### src/rtl/mult_div_unit_if.sv
// Operand, command and HI/LO result bundle between the issue logic and the mult/div unit.
// Requester drives the command side; the unit drives busy/done/hi/lo back.
interface mult_div_unit_if;
  logic        start;
  logic [1:0]  op;
  logic [31:0] a;
  logic [31:0] b;
  logic        mthi;
  logic        mtlo;
  logic [31:0] wdata;
  logic        busy;
  logic        done;
  logic [31:0] hi;
  logic [31:0] lo;

  modport master (
    output start, op, a, b, mthi, mtlo, wdata,
    input  busy, done, hi, lo
  );

  modport slave (
    input  start, op, a, b, mthi, mtlo, wdata,
    output busy, done, hi, lo
  );
endinterface

### src/rtl/mult_div_unit.sv
// 32-bit multiply/divide unit (shift-add / restoring), 32 iterations after acceptance, results in HI/LO.
// No queuing: start and mthi/mtlo are dropped while busy; start beats mthi/mtlo when idle.
module mult_div_unit (
  input  logic           clk,
  input  logic           rst_n,
  mult_div_unit_if.slave bus
);

  typedef enum logic {S_IDLE, S_RUN} state_e;

  state_e      state_q, state_d;
  logic [4:0]  cnt_q, cnt_d;
  logic        is_div_q, is_div_d;
  logic        neg_res_q, neg_res_d;
  logic        neg_rem_q, neg_rem_d;
  logic        div0_q, div0_d;
  logic [31:0] opnd_q, opnd_d;
  logic [63:0] acc_q, acc_d;
  logic [31:0] hi_q, hi_d;
  logic [31:0] lo_q, lo_d;
  logic        done_q, done_d;

  logic        signed_op, a_neg, b_neg;
  logic [31:0] a_mag, b_mag;
  logic [32:0] mul_sum;
  logic [63:0] mul_step;
  logic [32:0] div_shift;
  logic        div_ge;
  logic [31:0] div_diff;
  logic [63:0] div_step;
  logic [63:0] step, prod;
  logic [31:0] quo, rem, res_hi, res_lo;

  always_comb begin
    state_d   = state_q;
    cnt_d     = cnt_q;
    is_div_d  = is_div_q;
    neg_res_d = neg_res_q;
    neg_rem_d = neg_rem_q;
    div0_d    = div0_q;
    opnd_d    = opnd_q;
    acc_d     = acc_q;
    hi_d      = hi_q;
    lo_d      = lo_q;
    done_d    = 1'b0;

    signed_op = ~bus.op[0];
    a_neg     = signed_op & bus.a[31];
    b_neg     = signed_op & bus.b[31];
    a_mag     = a_neg ? (32'd0 - bus.a) : bus.a;
    b_mag     = b_neg ? (32'd0 - bus.b) : bus.b;

    // Multiply: acc = {partial product, remaining multiplier bits}, shifted right each step.
    mul_sum   = {1'b0, acc_q[63:32]} + (acc_q[0] ? {1'b0, opnd_q} : 33'd0);
    mul_step  = {mul_sum, acc_q[31:1]};

    // Divide: acc = {remainder, dividend/quotient}, shifted left each step.
    // When the trial subtract succeeds the true difference fits in 32 bits.
    div_shift = {acc_q[63:32], acc_q[31]};
    div_ge    = (div_shift >= {1'b0, opnd_q});
    div_diff  = div_shift[31:0] - opnd_q;
    div_step  = div_ge ? {div_diff, acc_q[30:0], 1'b1}
                       : {div_shift[31:0], acc_q[30:0], 1'b0};

    step      = is_div_q ? div_step : mul_step;
    prod      = neg_res_q ? (64'd0 - step) : step;
    quo       = step[31:0];
    rem       = step[63:32];
    // Divide by zero naturally leaves |a| as remainder; only the quotient needs forcing.
    res_lo    = !is_div_q ? prod[31:0]
              : div0_q    ? 32'hFFFF_FFFF
              : (neg_res_q ? (32'd0 - quo) : quo);
    res_hi    = !is_div_q ? prod[63:32]
              : (neg_rem_q ? (32'd0 - rem) : rem);

    case (state_q)
      S_IDLE: begin
        if (bus.start) begin
          state_d   = S_RUN;
          cnt_d     = 5'd0;
          is_div_d  = bus.op[1];
          opnd_d    = bus.op[1] ? b_mag : a_mag;
          acc_d     = {32'd0, bus.op[1] ? a_mag : b_mag};
          neg_res_d = a_neg ^ b_neg;
          neg_rem_d = a_neg;
          div0_d    = bus.op[1] & (bus.b == 32'd0);
        end else begin
          if (bus.mthi) hi_d = bus.wdata;
          if (bus.mtlo) lo_d = bus.wdata;
        end
      end
      S_RUN: begin
        acc_d = step;
        cnt_d = cnt_q + 5'd1;
        if (cnt_q == 5'd31) begin
          state_d = S_IDLE;
          hi_d    = res_hi;
          lo_d    = res_lo;
          done_d  = 1'b1;
        end
      end
      default: state_d = S_IDLE;
    endcase
  end

  always_ff @(posedge clk) begin
    if (!rst_n) begin
      state_q   <= S_IDLE;
      cnt_q     <= 5'd0;
      is_div_q  <= 1'b0;
      neg_res_q <= 1'b0;
      neg_rem_q <= 1'b0;
      div0_q    <= 1'b0;
      opnd_q    <= 32'd0;
      acc_q     <= 64'd0;
      hi_q      <= 32'd0;
      lo_q      <= 32'd0;
      done_q    <= 1'b0;
    end else begin
      state_q   <= state_d;
      cnt_q     <= cnt_d;
      is_div_q  <= is_div_d;
      neg_res_q <= neg_res_d;
      neg_rem_q <= neg_rem_d;
      div0_q    <= div0_d;
      opnd_q    <= opnd_d;
      acc_q     <= acc_d;
      hi_q      <= hi_d;
      lo_q      <= lo_d;
      done_q    <= done_d;
    end
  end

  assign bus.busy = (state_q == S_RUN);
  assign bus.done = done_q;
  assign bus.hi   = hi_q;
  assign bus.lo   = lo_q;

endmodule

### src/flat_wrapper.sv
// flat-port wrapper written by rule: the top's interface ports become plain ports
module mult_div_unit_flat 
  (clk, rst_n, bus_start, bus_op, bus_a, bus_b, bus_mthi, bus_mtlo, bus_wdata, bus_busy, bus_done, bus_hi, bus_lo);
  mult_div_unit_if bus_i ();
  input  logic clk;
  input  logic rst_n;
  input wire logic [$bits(bus_i.start)-1:0] bus_start;
  input wire logic [$bits(bus_i.op)-1:0] bus_op;
  input wire logic [$bits(bus_i.a)-1:0] bus_a;
  input wire logic [$bits(bus_i.b)-1:0] bus_b;
  input wire logic [$bits(bus_i.mthi)-1:0] bus_mthi;
  input wire logic [$bits(bus_i.mtlo)-1:0] bus_mtlo;
  input wire logic [$bits(bus_i.wdata)-1:0] bus_wdata;
  output wire logic [$bits(bus_i.busy)-1:0] bus_busy;
  output wire logic [$bits(bus_i.done)-1:0] bus_done;
  output wire logic [$bits(bus_i.hi)-1:0] bus_hi;
  output wire logic [$bits(bus_i.lo)-1:0] bus_lo;
  assign bus_i.start = bus_start;
  assign bus_i.op = bus_op;
  assign bus_i.a = bus_a;
  assign bus_i.b = bus_b;
  assign bus_i.mthi = bus_mthi;
  assign bus_i.mtlo = bus_mtlo;
  assign bus_i.wdata = bus_wdata;
  assign bus_busy = bus_i.busy;
  assign bus_done = bus_i.done;
  assign bus_hi = bus_i.hi;
  assign bus_lo = bus_i.lo;
  mult_div_unit u_core (.clk(clk), .rst_n(rst_n), .bus(bus_i));
endmodule
### config.mk
export PLATFORM = sky130hd
export DESIGN_NAME = mult_div_unit_flat
export DESIGN_NICKNAME = d
export VERILOG_FILES = /design/src/rtl/mult_div_unit_if.sv /design/src/rtl/mult_div_unit.sv /design/src/flat_wrapper.sv
export SDC_FILE = /design/constraint.sdc
export NUM_CORES = 1
export LEC_CHECK = 0
export CAP_MARGIN = 20
export CORE_MARGIN = 5
export CORE_UTILIZATION = 60
export DETAILED_ROUTE_END_ITERATION = 10
export PLACE_DENSITY = 0.84
export RECOVER_POWER = 50
export SYNTH_ARGS = -nofsm -noshare
export SYNTH_HDL_FRONTEND = slang
export SYNTH_SLANG_ARGS = --single-unit
export TNS_END_PERCENT = 5
### constraint.sdc
create_clock -name clk -period 10.1 [get_ports clk]
set_clock_uncertainty 0.15 [all_clocks]
set_input_delay 2.02 -clock clk [delete_from_list [all_inputs] [get_ports clk]]
set_output_delay 2.02 -clock clk [all_outputs]
set_load 0.05 [all_outputs]
==> impl_metrics.csv, run 1 <==
group,metric,value,unit
synthesis,synth_cells,2166,
synthesis,synth_nets,2341,
setup_path,worstSetupEndpointType,"flip-flop",
placed_design,io_buffers,168,
worst_hold_path,hold_start,"u_core.opnd_q[24]$_SDFFE_PN0P_",
power_and_ir_drop,clkPwrFrac,29.5,%
drt,drt-initial-drc-count,2424,
timing,rsz0062_at_grt,"false",
drt,postRouteAntennaNets,0,
setup_path,cp_common_cell,"buf_4",
final_layout,layout-drive-gt1-share,4.67,%
clock_network,clkLatencyLatePin,0.45,ns
final_layout,instances_no_fill,2582,
clock_network,cts_tree,"yes",
final_layout,num-nets-final,2408,
synthesis,yosysSeqAreaShare,22.0,%
placed_design,dp_worst_setup_slack,3.57,ns
clock_network,post_cts_resized,0,
synthesis,yosys.area.top_type,"dfxtp_1",
clock_network,clk_pin_slew,0.07,ns
synthesis,ys_types,92,
setup_path,arrival,8.02,ns
timing,fmax,128,MHz
power_and_ir_drop,powerDensity,130,nW/um^2
run_status,status,"finished, violations left",
synthesis,ys_ff_latch,171,
synthesis,synth_top_area_share,22.0,%
timing,finalHoldViolCount,0,
setup_path,crit_buf_inv,5,
global_route,grt_util_all_layers,39.7,%
synthesis,synth_simple_gate_area_share,23.8,%
drt,wl_per_cell,23.3,um
die,initial_core_util,60.4,%
final_layout,stdcell_area,17900,um^2
worst_hold_path,hp-class,"flip-flop to flip-flop",
synthesis,synthArstFlopShare,0,%
timing,slew_headroom,-58.8,%
worst_hold_path,hold-path-endpoint,"u_core.opnd_q[24]$_SDFFE_PN0P_",
placed_design,placed_cells,2549,
global_route,grt_pass1_vias,16300,
setup_path,critPathMaxFanout,57,
die,die_y,171,um
timing,post-route-min-period,7.81,ns
drt,vias,17600,
synthesis,yosys-mux-area-fraction,4.24,%
drt,drc,0,
drt,vias_per_cell,6.80,
global_route,grt_max_degree,91,
synthesis,synth_ff_type,"dfxtp_1",
die,pin_count,169,
timing,fin_ws,2.29,ns
synthesis,yosysMostFrequentCell,"nor2_1",
global_route,antenna_found_initial,2,
placed_design,dp_hpwl,45900,um
setup_path,reg2reg_slack,3.33,ns
timing,worstMarginPinSlew,2.38,ns
power_and_ir_drop,ir_drop,0.109,mV
setup_path,crit_type,"input port to flip-flop",
synthesis,avgSynthCellArea,7.18,um^2
power_and_ir_drop,sw_frac_of_total,41.6,%
power_and_ir_drop,p_leak,7.12,nW
setup_path,cp.required,10.31,ns
final_layout,area_growth,15.0,%
run_status,violations,"max-capacitance violations, max-slew violations",
clock_network,cts.path.max_buffers,2,
clock_network,cts.sinks,171,
synthesis,synth_xor_area_share,8.79,%
timing,tns,0,ns
synthesis,synth_edf_count,0,
timing,finalSetupViolations,0,
synthesis,post_synth_instance_area,15600,um^2
clock_network,cts_root_buffer,"clkbuf_16",
clock_network,ctsHoldBuffers,0,
setup_path,cp_cell_sequence,"dlygate4sd3_1 > clkbuf_1 > clkinvlp_2 > buf_4 > buf_4 > a211oi_1",
drt,firstDrtPassIters,7,
drt,drt_wl_total,60200,um
die,die_w,171,um
setup_path,crit_path_top_delay_cell,"clkinvlp_2",
clock_network,post_cts.repair.setup_buffers,0,
global_route,grt_pass1_wl,91500,um
final_layout,fillers,2196,
global_route,overflow,0,
timing,timing.final.max_slew_violations,106,
clock_network,h-tree-depth,4,
worst_hold_path,min_path_cells,2,
run,maxCapViolations,2,
synthesis,synth_compound_area_share,29.6,%
die,rows,59,
synthesis,synth_common_cells,"222 x nor2_1, 208 x nand2_1, 203 x a21oi_1, 171 x dfxtp_1, 151 x o21ai_0",
power_and_ir_drop,fin_total_pwr,0.00233,W
die,dieArea,29200,um^2
setup_path,cp-startpoint,"rst_n",
synthesis,synthAdderAreaFrac,5.89,%
synthesis,synth_top_family_by_area,"compound AO/OA/AOI/OAI gates",
setup_path,critPathLaunchType,"input port",
placed_design,post_dp_cell_area,17300,um^2
clock_network,numCtsBuffers,17,
setup_path,critical-path-max-stage-delay,2.40,ns
die,coreArea,25800,um^2
setup_path,r2r_start,"u_core.opnd_q[24]$_SDFFE_PN0P_",
setup_path,rr_worst_depth,22,
power_and_ir_drop,power_frac_comb,37.8,%
setup_path,cp_top_family,"buffers and inverters",
placed_design,gp_congestion,1.03,
synthesis,ys.warnings.count,0,
power_and_ir_drop,p_sw,0.000969,W
power_and_ir_drop,pwr-share-seq,32.7,%
power_and_ir_drop,internal-power,0.00136,W
synthesis,synthTopCellsByArea,"dfxtp_1 22%, a21oi_1 6.5%, ha_1 5.6%, nor2_1 5.4%, xnor2_1 5.1%",
setup_path,regToRegEndpoint,"u_core.bus.hi[22]$_SDFFE_PN0P_",
timing,fin_crit_sh,77.4,%
kinds of logic after synthesis:
group | Yosys count
buffers and inverters | 223
and+or+nand+nor | 761
adders and majority gates | 72
muxes | 65
AOI/OAI and AO/OA | 718
xor gates and xnor gates | 156
DFF | 171
worst max-delay path by stage:
stage | endpoint | slack, ns | cells past startpoint
after global routing | u_core.opnd_q[0]$_SDFFE_PN0P_ | 1.82 | 6
after floorplan | u_core.bus.hi[22]$_SDFFE_PN0P_ | 4.62 | 24
final | u_core.opnd_q[0]$_SDFFE_PN0P_ | 2.29 | 6
after global placement | u_core.bus.hi[22]$_SDFFE_PN0P_ | 3.80 | 22
after CTS | u_core.bus.hi[22]$_SDFFE_PN0P_ | 3.49 | 22
after detailed placement | u_core.bus.hi[22]$_SDFFE_PN0P_ | 3.57 | 22
tightest hold or removal path: cells and delay by family, from the launching register on:
family             cells  cell delay (ns)
AOI/OAI and AO/OA      1             0.05
and+or+nand+nor        1             0.05
DFF                    1             0.32
layout make-up:
class                   instances  area, um^2  area share, %
diodes                          1        2.50         0.0140
clock buffers                  17         425           2.38
clock inverters                15         178          0.993
inverters                      75         283           1.58
multi-input cells            1772       11300           63.0
flip-flops and latches        171        3430           19.2
well taps                     335         419           2.34
repair buffers                196        1880           10.5
power groups by stage:
| stage | clock [W] | sequential (W) | combinational [W] |
|---|---|---|---|
| finish | 0.000688 | 0.000760 | 0.000880 |
| global route | 0.000712 | 0.000765 | 0.000938 |
| CTS | 0.000687 | 0.000758 | 0.000861 |
| detailed placement | 0 | 0.000773 | 0.000854 |
| global placement | 0 | 0.000771 | 0.000846 |
| floorplan | 0 | 0.000808 | 0.000538 |
layer usage:
layer | up-vias | routed length [um] | track usage (%)
met3 | 165 | 6910 | 8.02
met2 | 1108 | 26400 | 61.3
met5 | - | 11 | 0
met1 | 8217 | 24000 | 53.8
met4 | 2 | 2900 | 17.3
li1 | 8062 | - | -
sequential cells by signal (all words and copies together), names as in the netlist:
name,count
u_core.bus.done,1
u_core.neg_res_q,1
u_core.bus.lo,32
u_core.bus.busy,1
u_core.cnt_q,5
u_core.is_div_q,1
u_core.neg_rem_q,1
u_core.opnd_q,32
u_core.acc_q,64
u_core.bus.hi,32
u_core.div0_q,1
per-stage QoR:
step | hold WS (ns) | util, %
after floorplan | 0.290 | -
after global placement | 0.292 | 67.1
after detailed placement | 0.304 | 67.1
after CTS | 0.312 | 69.5
after global routing | 0.331 | 69.4
final | 0.312 | 69.4
layout by cell type, fill, tap and decap left out, types with 7 or more instances in the layout:
cell type	instances
a211oi_1	98
a21o_1	29
a21oi_1	202
a22oi_1	27
a31oi_1	36
a41oi_1	9
and2_1	40
and3_1	28
and4_1	15
buf_4	27
clkbuf_16	17
clkdlybuf4s50_1	100
dfxtp_1	169
dlygate4sd3_1	67
ha_1	70
inv_1	71
mux2_2	7
mux2i_1	58
nand2_1	207
nand2b_1	15
nand3_1	51
nand4_1	24
nor2_1	221
nor2b_1	28
nor3_1	58
nor4_1	12
o211ai_1	39
o21a_1	9
o21ai_0	151
o22ai_1	7
o31ai_1	14
or3_1	20
xnor2_1	91
xor2_1	65
No activity file was read; power rests on OpenSTA's default activity.
==> run 2: changes to the inputs <==
Settings changed: CORE_UTILIZATION 60 to 53, PLACE_DENSITY 0.84 to 0.79.
Clock period 10.1 ns to 6.97 ns, I/O delays scaled along.
==> impl_metrics.csv, run 2 (same netlist as run 1, synthesis figures left out) <==
group,metric,value,unit
drt,vias_per_cell,6.59,
final_layout,final_common_cell,"nor2_1",
clock_network,cts_tree,"yes",
die,die_w,181,um
die,die_y,181,um
clock_network,cts.sinks,171,
die,dieArea,32900,um^2
timing,worstMarginPinSlew,2.50,ns
die,coreArea,28900,um^2
placed_design,dp_hpwl,46900,um
setup_path,crit_type,"flip-flop to flip-flop",
clock_network,cts.path.max_buffers,2,
global_route,antenna_found_initial,1,
drt,wl_per_cell,23.1,um
drt,postRouteAntennaNets,0,
clock_network,ctsHoldBuffers,0,
clock_network,post_cts_resized,0,
clock_network,clk_pin_slew,0.08,ns
clock_network,h-tree-depth,4,
drt,drt_wl_total,61100,um
drt,firstDrtPassIters,7,
clock_network,numCtsBuffers,17,
setup_path,cp.required,7.17,ns
drt,drc,0,
power_and_ir_drop,powerDensity,187,nW/um^2
placed_design,placed_cells,2609,
global_route,grt_max_degree,91,
final_layout,instances_no_fill,2641,
die,pin_count,169,
global_route,grt_pass1_vias,16100,
final_layout,layout-drive-gt1-share,5.05,%
final_layout,num-nets-final,2419,
clock_network,post_cts.repair.setup_buffers,0,
drt,vias,17400,
global_route,gr-usage-met1,48.5,%
setup_path,critPathLaunchType,"flip-flop",
setup_path,reg2reg_slack,0.57,ns
power_and_ir_drop,p_leak,7.17,nW
timing,rsz0062_at_grt,"false",
global_route,grt_use_met3,6.37,%
die,initial_core_util,53.9,%
setup_path,arrival,6.60,ns
timing,slew_headroom,-66.7,%
global_route,use_met2,54.8,%
global_route,overflow,0,
worst_hold_path,hp-class,"flip-flop to flip-flop",
setup_path,worstSetupEndpointType,"flip-flop",
setup_path,critPathMaxFanout,11,
run_status,violations,"max-capacitance violations, max-slew violations",
run,maxCapViolations,2,
run_status,status,"finished, violations left",
timing,holdWs,0.306,ns
timing,tns,0,ns
power_and_ir_drop,ir_drop,0.177,mV
final_layout,area_growth,15.9,%
final_layout,fillers,2658,
final_layout,largest_register_ffs,64,
timing,timing.final.max_slew_violations,110,
timing,finalSetupViolations,0,
final_layout,mostFrequentLayoutCells,"221 x nor2_1, 207 x nand2_1, 202 x a21oi_1",
final_layout,top_register,"u_core.acc_q",
final_layout,fin_util,62.4,%
timing,finalHoldViolCount,0,
global_route,grt_pass1_wl,93300,um
drt,drt-initial-drc-count,2310,
timing,fmax,156,MHz
placed_design,io_buffers,168,
clock_network,cts_root_buffer,"clkbuf_16",
global_route,gr-max-usage-layer,"met2",
placed_design,gp_congestion,0.991,
timing,fin_crit_sh,91.8,%
global_route,grt_util_all_layers,35.4,%
clock_network,clkLatencyLatePin,0.46,ns
die,rows,62,
timing,post-route-min-period,6.40,ns
-- run 2: worst paths after layout --
| path | to | depth (start not counted) | startpoint |
|---|---|---|---|
| max | u_core.bus.hi[22]$_SDFFE_PN0P_ | 22 | u_core.opnd_q[24]$_SDFFE_PN0P_ |
| min | u_core.bus.lo[1]$_SDFFE_PN0P_ | 2 | u_core.bus.lo[1]$_SDFFE_PN0P_ |
| max reg2reg | u_core.bus.hi[22]$_SDFFE_PN0P_ | 22 | u_core.opnd_q[24]$_SDFFE_PN0P_ |
| min reg2reg | u_core.bus.lo[1]$_SDFFE_PN0P_ | 2 | u_core.bus.lo[1]$_SDFFE_PN0P_ |
-- run 2: per-stage QoR --
| step | area [um^2] | worst slack, ns | total power (W) |
|---|---|---|---|
| global placement | 17400 | 1.07 | 0.00237 |
| floorplan | 15600 | 1.49 | 0.00195 |
| finish | 18000 | 0.569 | 0.00337 |
| detailed placement | 17400 | 0.795 | 0.00238 |
| global route | 18000 | 0.345 | 0.00350 |
| CTS | 18000 | 0.762 | 0.00334 |
-- run 2: layout make-up --
type	instances	area, um^2	area share (%)
multi-input combinational	1772	11300	62.6
sequential	171	3430	19.0
timing repair buffer	207	1980	11.0
tap	384	480	2.67
clock buffer	17	425	2.36
inverter	75	282	1.56
clock inverter	14	149	0.826
antenna	1	2.50	0.0139
-- run 2: report_power, final --
part,switching (W),internal [W]
registers,0.0000621,0.00104
logic,0.000835,0.000458
clock network,0.000503,0.000479
-- run 2: routing by layer --
| layer | part of all wire [%] | vias up | wire (um) |
|---|---|---|---|
| li1 | - | 8064 | - |
| met1 | 42 | 8246 | 25400 |
| met2 | 44 | 956 | 27000 |
| met3 | 9.8 | 148 | 5990 |
| met4 | 4.5 | 2 | 2750 |
| met5 | 0.021 | - | 13 |
-- run 2: critical path, stage by stage (launching register included) --
cell and delay (ns):
dfxtp_1 0.35, inv_1 0.05, ha_1 0.42, a21oi_4 0.23, o21ai_2 0.12, a311o_1 0.42, or4_4 0.66, nor2_4 0.16
nand2_1 0.10, o21a_1 0.17, inv_1 0.08, ha_1 0.20, o2111ai_1 0.21, nor3_1 0.35, o21a_1 0.24, nand4_1 0.18
o41a_1 0.59, nor2_1 0.31, nor2_1 0.17, nor3_1 0.44, a21oi_1 0.15, xnor2_1 0.16, a2111oi_0 0.37
